<file path="config.mk">
export PLATFORM = sky130hd
export DESIGN_NAME = ulpi_link
export DESIGN_NICKNAME = d
export VERILOG_FILES = /design/src/rtl/ulpi_pkg.sv /design/src/rtl/ulpi_link_rx.sv /design/src/rtl/ulpi_link.sv
export SDC_FILE = /design/constraint.sdc
export NUM_CORES = 1
export LEC_CHECK = 0
export CORE_ASPECT_RATIO = 0.75
export CORE_MARGIN = 2
export CORE_UTILIZATION = 46
export CTS_CLUSTER_DIAMETER = 200
export DETAILED_ROUTE_END_ITERATION = 12
export PLACE_DENSITY = 0.78
export SLEW_MARGIN = 10
export SYNTH_ARGS = -nofsm -noshare
export SYNTH_HDL_FRONTEND = slang
export SYNTH_SLANG_ARGS = --single-unit
</file>
<file path="constraint.sdc">
create_clock -name clk_i -period 2 [get_ports clk_i]
set_input_delay 0.3 -clock clk_i [delete_from_list [all_inputs] [get_ports clk_i]]
set_output_delay 0.3 -clock clk_i [all_outputs]
set_load 0.01 [all_outputs]
</file>
<file path="src/rtl/ulpi_pkg.sv">
// Shared encodings for the ULPI link: FSM states, command prefixes, register map, RX event codes.
// ULPI_LINK_REG_PORT_EN adds the register-read states.
package ulpi_pkg;

    typedef enum logic [3:0] {
        ST_IDLE,
        ST_TX_CMD,
        ST_TX_DATA,
        ST_REG_CMD,
        ST_REG_DATA,
        ST_REG_STP
`ifdef ULPI_LINK_REG_PORT_EN
        ,
        ST_RD_CMD,
        ST_RD_TURN,
        ST_RD_DATA
`endif
    } ulpi_state_e;

    localparam logic [1:0] CMD_TX     = 2'b01;
    localparam logic [1:0] CMD_REG_WR = 2'b10;
    localparam logic [1:0] CMD_REG_RD = 2'b11;

    localparam logic [5:0] FUNC_CTRL  = 6'h04;

    localparam logic [1:0] RXEV_INACTIVE = 2'b00;
    localparam logic [1:0] RXEV_ACTIVE   = 2'b01;
    localparam logic [1:0] RXEV_HOSTDISC = 2'b10;
    localparam logic [1:0] RXEV_ERROR    = 2'b11;

    // Register transaction latched at the IDLE decision.
    typedef struct packed {
        logic [7:0] cmd;
        logic [7:0] wdata;
        logic       func;
    } ulpi_wr_t;

endpackage

</file>
<file path="src/rtl/ulpi_link_rx.sv">
// Registered decoder for RX CMD and RX data bytes received while the PHY owns the bus.
module ulpi_link_rx
    import ulpi_pkg::*;
(
    input  logic       clk_i,
    input  logic       rst_ni,
    input  logic       en_i,
    input  logic       dir_i,
    input  logic       dir_q_i,
    input  logic       nxt_i,
    input  logic [7:0] data_i,
    output logic [7:0] data_o,
    output logic       rxvalid_o,
    output logic       rxactive_o,
    output logic       rxerror_o,
    output logic [1:0] linestate_o
);

    always_ff @(posedge clk_i or negedge rst_ni) begin
        if (!rst_ni) begin
            data_o      <= '0;
            rxvalid_o   <= 1'b0;
            rxactive_o  <= 1'b0;
            rxerror_o   <= 1'b0;
            linestate_o <= '0;
        end else begin
            rxvalid_o <= 1'b0;
            if (dir_q_i && !dir_i) begin
                rxactive_o <= 1'b0;
                rxerror_o  <= 1'b0;
            end else if (en_i && dir_i && dir_q_i) begin
                if (nxt_i) begin
                    data_o    <= data_i;
                    rxvalid_o <= 1'b1;
                end else begin
                    linestate_o <= data_i[1:0];
                    case (data_i[5:4])
                        RXEV_ACTIVE: begin
                            rxactive_o <= 1'b1;
                            rxerror_o  <= 1'b0;
                        end
                        RXEV_ERROR: begin
                            rxactive_o <= 1'b1;
                            rxerror_o  <= 1'b1;
                        end
                        default: begin
                            rxactive_o <= 1'b0;
                            rxerror_o  <= 1'b0;
                        end
                    endcase
                end
            end
        end
    end

endmodule

</file>
<file path="src/rtl/ulpi_link.sv">
// Link-side ULPI bridge: UTMI+ level-0 TX/RX plus automatic Function Control writes.
// ULPI_LINK_REG_PORT_EN adds a generic register read/write port.
module ulpi_link
    import ulpi_pkg::*;
#(
    parameter logic [7:0] FUNC_CTRL_RST = 8'h41
) (
    input  logic       clk_i,
    input  logic       rst_ni,
    input  logic [7:0] ulpi_data_i,
    input  logic       ulpi_dir_i,
    input  logic       ulpi_nxt_i,
    output logic [7:0] ulpi_data_o,
    output logic       ulpi_stp_o,
    input  logic [7:0] utmi_data_i,
    input  logic       utmi_txvalid_i,
    output logic       utmi_txready_o,
    output logic [7:0] utmi_data_o,
    output logic       utmi_rxvalid_o,
    output logic       utmi_rxactive_o,
    output logic       utmi_rxerror_o,
    output logic [1:0] utmi_linestate_o,
    input  logic [1:0] utmi_xcvrselect_i,
    input  logic       utmi_termselect_i,
    input  logic [1:0] utmi_opmode_i,
    input  logic       utmi_reset_i
`ifdef ULPI_LINK_REG_PORT_EN
    ,
    input  logic       reg_req_i,
    input  logic       reg_we_i,
    input  logic [5:0] reg_addr_i,
    input  logic [7:0] reg_wdata_i,
    output logic       reg_ack_o,
    output logic [7:0] reg_rdata_o
`endif
);

    ulpi_state_e state_q, state_d;
    ulpi_wr_t    wr_q, wr_d;
    logic [7:0]  func_q;
    logic        dir_q, turn, dir_rise;
    logic        tx_block_q, tx_block_d;
    logic        func_done, rd_state;
    logic [7:0]  data_c;
    logic        stp_c, txready_c;
    logic [7:0]  func_want;

    assign turn      = dir_q != ulpi_dir_i;
    assign dir_rise  = ulpi_dir_i && !dir_q;
    assign func_want = {2'b01, utmi_reset_i, utmi_opmode_i, utmi_termselect_i, utmi_xcvrselect_i};

`ifdef ULPI_LINK_REG_PORT_EN
    logic       ack_d;
    logic [7:0] rdata_d;
    assign rd_state = (state_q == ST_RD_CMD) || (state_q == ST_RD_TURN) || (state_q == ST_RD_DATA);
`else
    assign rd_state = 1'b0;
`endif

    always_comb begin
        state_d    = state_q;
        wr_d       = wr_q;
        tx_block_d = tx_block_q;
        data_c     = '0;
        stp_c      = 1'b0;
        txready_c  = 1'b0;
        func_done  = 1'b0;
`ifdef ULPI_LINK_REG_PORT_EN
        ack_d      = 1'b0;
        rdata_d    = reg_rdata_o;
`endif
        if (!utmi_txvalid_i) tx_block_d = 1'b0;

        case (state_q)
            ST_IDLE: begin
                if (!ulpi_dir_i && !turn) begin
                    if (func_q != func_want) begin
                        wr_d    = '{cmd: {CMD_REG_WR, FUNC_CTRL}, wdata: func_want, func: 1'b1};
                        state_d = ST_REG_CMD;
                    end
`ifdef ULPI_LINK_REG_PORT_EN
                    // Ack is still high while the requester sees it; don't restart on the stale req.
                    else if (reg_req_i && !reg_ack_o) begin
                        wr_d    = '{cmd: {reg_we_i ? CMD_REG_WR : CMD_REG_RD, reg_addr_i},
                                    wdata: reg_wdata_i, func: 1'b0};
                        state_d = reg_we_i ? ST_REG_CMD : ST_RD_CMD;
                    end
`endif
                    else if (utmi_txvalid_i && !tx_block_q) begin
                        state_d = ST_TX_CMD;
                    end
                end
            end
            ST_TX_CMD: begin
                data_c    = {CMD_TX, 2'b00, utmi_data_i[3:0]};
                txready_c = ulpi_nxt_i;
                if (ulpi_nxt_i) state_d = ST_TX_DATA;
            end
            ST_TX_DATA: begin
                if (!utmi_txvalid_i) begin
                    stp_c   = 1'b1;
                    state_d = ST_IDLE;
                end else begin
                    data_c    = utmi_data_i;
                    txready_c = ulpi_nxt_i;
                end
            end
            ST_REG_CMD: begin
                data_c = wr_q.cmd;
                if (ulpi_nxt_i) state_d = ST_REG_DATA;
            end
            ST_REG_DATA: begin
                data_c = wr_q.wdata;
                if (ulpi_nxt_i) state_d = ST_REG_STP;
            end
            ST_REG_STP: begin
                stp_c     = 1'b1;
                state_d   = ST_IDLE;
                func_done = wr_q.func && !ulpi_dir_i;
`ifdef ULPI_LINK_REG_PORT_EN
                ack_d     = !wr_q.func && !ulpi_dir_i;
`endif
            end
`ifdef ULPI_LINK_REG_PORT_EN
            ST_RD_CMD: begin
                data_c = wr_q.cmd;
                if (ulpi_nxt_i || ulpi_dir_i) state_d = ST_RD_TURN;
            end
            ST_RD_TURN, ST_RD_DATA: begin
                if (ulpi_dir_i && dir_q) begin
                    rdata_d = ulpi_data_i;
                    ack_d   = 1'b1;
                    state_d = ST_IDLE;
                end else if (dir_rise) begin
                    state_d = ST_RD_DATA;
                end else if (state_q == ST_RD_DATA && !ulpi_dir_i) begin
                    state_d = ST_IDLE;
                end
            end
`endif
            default: state_d = ST_IDLE;
        endcase

        // PHY grabbing the bus aborts a link transfer; an interrupted packet must not restart.
        if (dir_rise && state_q != ST_IDLE && !rd_state) begin
            state_d = ST_IDLE;
            if (state_q == ST_TX_CMD || state_q == ST_TX_DATA) tx_block_d = 1'b1;
        end else if (turn && !rd_state) begin
            state_d = state_q;
        end
    end

    assign ulpi_data_o    = (ulpi_dir_i || turn) ? 8'h00 : data_c;
    assign ulpi_stp_o     = ulpi_dir_i ? 1'b0 : stp_c;
    assign utmi_txready_o = ulpi_dir_i ? 1'b0 : txready_c;

    always_ff @(posedge clk_i or negedge rst_ni) begin
        if (!rst_ni) begin
            state_q    <= ST_IDLE;
            dir_q      <= 1'b0;
            func_q     <= FUNC_CTRL_RST;
            tx_block_q <= 1'b0;
            wr_q       <= '0;
        end else begin
            state_q    <= state_d;
            dir_q      <= ulpi_dir_i;
            tx_block_q <= tx_block_d;
            wr_q       <= wr_d;
            if (func_done) func_q <= wr_q.wdata;
        end
    end

`ifdef ULPI_LINK_REG_PORT_EN
    always_ff @(posedge clk_i or negedge rst_ni) begin
        if (!rst_ni) begin
            reg_ack_o   <= 1'b0;
            reg_rdata_o <= '0;
        end else begin
            reg_ack_o   <= ack_d;
            reg_rdata_o <= rdata_d;
        end
    end
`endif

    ulpi_link_rx u_rx (
        .clk_i       (clk_i),
        .rst_ni      (rst_ni),
        .en_i        (!rd_state),
        .dir_i       (ulpi_dir_i),
        .dir_q_i     (dir_q),
        .nxt_i       (ulpi_nxt_i),
        .data_i      (ulpi_data_i),
        .data_o      (utmi_data_o),
        .rxvalid_o   (utmi_rxvalid_o),
        .rxactive_o  (utmi_rxactive_o),
        .rxerror_o   (utmi_rxerror_o),
        .linestate_o (utmi_linestate_o)
    );

endmodule

</file>
==> metrics, run 1 <==
Worst-Margin Slew between 0.4 and 0.5 ns; Net Count, Synth 194; post-synthesis simple-gate area fraction 0.216; post-route setup slack between 0.06 and 0.07 ns; Layout Nets 269; Max-cap violations 0; H-Tree Level Count 2; peak supply drop approximately 650 uV; Synth Warn # 0; Post-CTS Hold Buffers 0; CORE AREA 0.00338 mm2; Initial Util 0.493; TritonCTS Buffers 5; total track usage 0.238; leakage about 1.1 nW; via count 1549; vias in the first global route about 1600; Area Growth Syn to Fin 49.8%; first-pass GRT wire length 7540 um; die width 73.5 um; Clock Sinks 32; Crit Path Max Fanout 5; # rows 18; Final Hold Fails 0; most common cell after layout, fill and taps aside clkdlybuf4s50_1; PD cells 1140 mW/mm2; period utilisation layout 0.969; Clock Latency Late Sink about 0.28 ns; Clock transition at path regs 0.07 ns; largest cells by area after synthesis dfrtp_1, mux2_2, nand2_1; Post-Route Setup TNS 0 ns; Root Driver clkbuf_8; multiplexer share of the synthesized area 0.0947; FF-to-FF Start func_q[2]; Die ar. just over 0.004 mm2; layout cells sized above 1 0.305; Yosys top cell area share 0.451; Synth Area in Compound Gates 0.126; Netlist cell types 38; GRT overflow 0; Critical R2R Capture wr_q[5]; final wirelength roughly 4600 um; Setup CP Type reg -> out; CP Capture Type output pin; Slew Limit Fails 0; status complete, no violations; Syn Area/Cell ~10 um2; Setup crit start state_q[1]; Syn Std Cell Area 0.00166 mm2; Req. time, crit path 1.70 ns; antenna-violating nets left 0; startpoint types register; most frequent cells in the layout clkdlybuf4s50_1, nand2_1, dfrtp_1, buf_4, mux2_2; # IOs 50; Critical Path AT 1.64 ns; pre-CTS WS -0.313 ns; Setup-failing EPs final 0; drt drc 0; DP Cell Count 272; R2R Setup Slk between 0.2 and 0.25 ns; TritonCTS clock tree built; # diodes 0; initial antenna violation count 0; R2R depth 5; Die Y-Extent roughly 56 um; Pre-Repair DR Iteration Count 4; Seq/Total Area, Yosys 0.483; adder-cell share of the synthesized area 0; clock skew 0.00463 ns; Total Power 2.84 mW; fillers around 230; Async S/R FF share, synth 1.00; drt initial violations 117; Slew HR 0.725; Period minus WS final about 1.9 ns; Achievable Freq roughly 520 MHz; unrepaired setup endpoints after global routing yes; worst-case clock buffer depth 2; Post-synth EDFFs 0; IO buf count a little under 50; largest family of logic cells by synthesized area simple AND/OR/NAND/NOR gates; fin cells approximately 280; Final Wtd Congestion 0.909; dpl hpwl 3250 um; largest net degree at the start of global routing 33; Vias/cell 5.47; Synth Instances around 170; Yosys reg bits 32; Synth Area in XOR/XNOR 0.0368; Avg WL per Cell between 15 and 20 um; Synth Flop Type dfrtp_1; area leader, netlist dfrtp_1; Min-Delay Path Class in -> async
[cell type report]
cell class | instances | area, um2 | area share
Clock buffer | 6 | 72.6 | 0.0291
Inverter | 6 | 22.5 | 0.00904
Clock inverter | 2 | 35.0 | 0.0141
Tap cell | 40 | 50.0 | 0.0201
Sequential cell | 32 | 806 | 0.323
Timing Repair Buffer | 78 | 673 | 0.270
Multi-Input combinational cell | 119 | 833 | 0.334
[per-layer routing]
layer  GRT usage  share of wire  wire length [um]  up-vias
li1            -              -                 -      729
met1       0.304           0.44              2010      760
met2       0.403           0.50              2320       50
met3      0.0417          0.043               199       10
met4      0.0779          0.014                66        0
met5           0              0                 0        -
[state kept, by name (all words and copies together), names as in the netlist]
signal,flops
u_rx.data_o,8
u_rx.linestate_o,2
u_rx.rxerror_o,1
dir_q,1
wr_q,7
func_q,7
u_rx.rxvalid_o,1
u_rx.rxactive_o,1
tx_block_q,1
state_q,3
[cell usage after synthesis, types with 2 or more instances]
master    instances
nand2_1          31
dfrtp_1          30
mux2_2           14
nor2_1           14
a22oi_1           8
a21oi_1           7
xnor2_1           7
buf_2             6
inv_1             6
nand2b_1          6
nor3_1            3
clkbuf_1          2
dfstp_2           2
nand3_2           2
nor2b_1           2
nor4_1            2
o21ai_0           2
o22ai_1           2
o41ai_1           2
[critical path, cell delays in order, from the launching register on]
cell	delay [ns]
dfrtp_1	0.40
buf_4	0.14
nand2b_1	0.17
a21oi_1	0.17
buf_4	0.18
a221oi_2	0.06
nor2_1	0.10
clkbuf_2	0.14
[where the power goes]
group	leakage (nW)	switching, mW	internal [mW]	total (mW)
Combinational	0.662	0.554	0.651	1.21
Sequential	0.391	0.168	0.853	1.02
Clock	0.0552	0.245	0.370	0.614
[worst max path at each step]
stage,endpoint,slack (ns),cells after the start
3_3_place_gp,ulpi_data_o[4],-0.25,6
6_report,ulpi_data_o[2],0.06,7
4_1_cts,ulpi_data_o[3],-0.03,7
3_5_place_dp,ulpi_data_o[5],-0.31,6
2_1_floorplan,wr_q[1],0.43,4
5_1_grt,ulpi_stp_o,-0.02,7
[logic make-up after synthesis]
group | after synthesis
compound gates | 28
xor+xnor | 7
flops | 32
mux | 14
simple gates | 70
buf+inv | 16
[stage by stage]
step | area (um2) | utilization | hold slack (ns)
after floorplan | 1660 | - | 0.00441
after global placement | 2350 | 0.696 | 0.459
after detailed placement | 2350 | 0.696 | 0.462
after CTS | 2480 | 0.736 | 0.428
after global routing | 2490 | 0.738 | 0.460
final | 2490 | 0.738 | 0.412
[repair_timing]
| item | 4_1_cts | 5_1_grt |
|---|---|---|
| gates resized for setup | 27 | 17 |
| endpoints found under the setup margin | 10 | 9 |
| buffers inserted | 2 | 1 |
| pin swaps | 0 | 3 |
| gates cloned | 0 | 0 |
Note: power is estimated with default switching activity, not from simulation.
==> run 2, diff against run 1 <==
Settings changed: ABC_AREA set to 1, CAP_MARGIN set to 40, CORE_UTILIZATION 46 to 43, PLACE_DENSITY 0.78 to 0.73.
==> run 2 against run 1 <==
Against the previous run:
- critical path depth up 2
- worst setup slack better by 0.024 ns
- cell area up 5.7%
- flip-flop and latch count unchanged
- highest routed layer unchanged
==> metrics, run 2 <==
status complete, no violations; Die Y-Extent 60.1 um (+7.1%); Post-synth EDFFs 0 (unchanged); Setup-failing EPs final 0 (unchanged); # IOs 50 (unchanged); Achievable Freq 522 MHz (+1.2%); Setup CP Type in -> out; max reg flops 8 (unchanged); CORE AREA 0.00403 mm2 (+19%); layout cells sized above 1 0.271 (-0.0333); critical-path cell list clkdlybuf4s50_1 > inv_1 > o21ai_4 > buf_6 > buf_6 > o2bb2ai_2 > nand2_1 > inv_1 > buf_2; largest net degree at the start of global routing 33 (unchanged); Top Registers u_rx.data_o x8, func_q x7, wr_q x7; Seq/Total Area, Yosys 0.446 (-0.0369); # rows 20 (+2); grt met3 use 0.0514 (+0.00969); total track usage 0.193 (-0.0451); Net Count, Synth 257 (+32%); # diodes 0 (unchanged); Async S/R FF share, synth 1.00 (unchanged); period utilisation layout 0.957 (-0.0118); slowest CP cell clkdlybuf4s50_1; largest cells by area after synthesis dfrtp_1, nand2_1, inv_1; first-pass GRT wire length 6830 um (-9.4%); Critical Path AT 1.61 ns (-0.03 ns); Clock Latency Late Sink 0.28 ns (about the same); Post-Route Setup TNS 0 ns (unchanged); Yosys reg bits 32 (unchanged); Clock transition at path regs 0.06 ns (about the same); final wirelength 4220 um (-8.2%); Slew HR 0.735 (+0.0101); Die ar. 0.00473 mm2 (+15%); Synth Flop Type dfrtp_1; initial antenna violation count 0 (unchanged); Avg WL per Cell 11.7 um (-28%); Clock Sinks 32 (unchanged); Post-synth top cells nand2_1, inv_1, dfrtp_1; Area Growth Syn to Fin 46.3%; GRT overflow 0 (unchanged); Root Driver clkbuf_8; leakage 1.34 nW (+21%); Vias/cell 4.58 (-16%); TritonCTS Buffers 5 (unchanged); clock skew 0.00428 ns (-0.000342 ns); via count 1653 (+6.7%); Period minus WS final 1.91 ns (-0.0235 ns); Synth Instances 230 (+38%); vias in the first global route 1494 (-5.4%); met2 GRT Util 0.297 (-0.106); CP Capture Type output pin; R2R depth 8 (+3); Syn Std Cell Area 0.00180 mm2 (+8.3%); Netlist cell types 29 (-24%); H-Tree Level Count 2 (unchanged); most common cell after layout, fill and taps aside nand2_1; Yosys top cell area share 0.417 (-0.0345); Crit Path Max Fanout 3 (-2); CP max stage delay 0.47 ns (+0.07 ns); most flop-heavy register u_rx.data_o; Req. time, crit path 1.70 ns (about the same); post-route setup slack 0.0856 ns (+0.0235 ns); GR Util met1 0.265 (-0.0386); Layout Nets 332 (+23%); GR peak layer met2; Worst-Margin Slew 0.397 ns (-0.0152 ns); Initial Util 0.447 (-0.0454); Slew Limit Fails 0 (unchanged); Hold Slack 0.405 ns (-0.00752 ns); IO buf count 49 (unchanged); most frequent cells in the layout nand2_1, clkdlybuf4s50_1, inv_1, dfrtp_1, buf_4; Pre-Repair DR Iteration Count 4 (unchanged); drt initial violations 81 (-31%); dpl hpwl 3100 um (-4.5%); Synth Warn # 0 (unchanged); TritonCTS clock tree built; Syn Area/Cell 7.83 um2 (-21%); startpoint types primary input; unrepaired setup endpoints after global routing yes; most frequent cell after synthesis nand2_1; die width 78.7 um (+7.2%); Min-Delay Path Class in -> async; Max-cap violations 0 (unchanged); pre-CTS WS -0.234 ns (+0.0790 ns); drt drc 0 (unchanged); Final Wtd Congestion 0.861 (-5.3%); worst-case clock buffer depth 2 (unchanged); antenna-violating nets left 0 (unchanged); area leader, netlist dfrtp_1; Final Hold Fails 0 (unchanged); Post-CTS Hold Buffers 0 (unchanged); peak supply drop 747 uV (+16%); PD cells 1120 mW/mm2 (-1.3%)
run 2: worst paths after layout:
check,from,endpoint,slack [ns]
worst max-delay path,utmi_txvalid_i,ulpi_data_o[1],0.09
worst min-delay path,rst_ni,u_rx.linestate_o[1],0.40
worst max register to register,state_q[1],wr_q[6],0.28
worst min register to register,u_rx.data_o[2],u_rx.data_o[2],0.47
max in group asynchronous,rst_ni,func_q[0],1.26
min in group clk_i,u_rx.data_o[2],u_rx.data_o[2],0.47
run 2: logic make-up after synthesis:
family                 after synthesis  share of synthesized area
AND/OR/NAND/NOR                    110                      0.276
buffers and inverters               47                      0.108
flip-flops                          32                      0.446
XOR/XNOR                             1                    0.00486
AO/OA/AOI/OAI                       40                      0.165
run 2: through the flow:
step | util | std cells | total power [mW] | cell area (um2)
floorplan | - | 230 | 1.67 | 1800
global placement | 0.601 | 343 | 2.08 | 2420
detailed placement | 0.601 | 343 | 2.10 | 2420
CTS | 0.644 | 357 | 2.85 | 2600
global route | 0.654 | 361 | 3.19 | 2640
finish | 0.654 | 361 | 2.96 | 2640
run 2: layer usage:
| metal | vias up | wire length, um |
|---|---|---|
| met5 | - | 0 |
| met4 | 0 | 35 |
| met3 | 5 | 205 |
| met2 | 41 | 1890 |
| met1 | 741 | 2090 |
| li1 | 866 | - |
run 2: power breakdown:
group,internal [mW],switching (mW),total (mW)
Clock,0.369,0.228,0.597
Combinational,0.682,0.746,1.43
Sequential,0.816,0.124,0.940
run 2: layout make-up:
| cell class | instances | area, um2 |
|---|---|---|
| fillers | 356 | 1390 |
| clock inverters | 2 | 35.0 |
| inverters | 44 | 165 |
| flip-flops and latches | 32 | 805 |
| repair buffers | 71 | 626 |
| multi-input cells | 151 | 863 |
| clock buffers | 6 | 72.6 |
| well taps | 55 | 68.8 |
run 2: worst max-delay path, delay by kind of cell:
family                 cells  cell delay [ns]
AO/OA/AOI/OAI              2             0.30
buffers and inverters      6             0.95
AND/OR/NAND/NOR            1             0.06
run 2: what timing repair did:
item / 4_1_cts / 5_1_grt
pin swaps: 2 / 6
setup endpoints to repair: 10 / 8
setup buffers: 6 / 4
gates resized for setup: 18 / 27
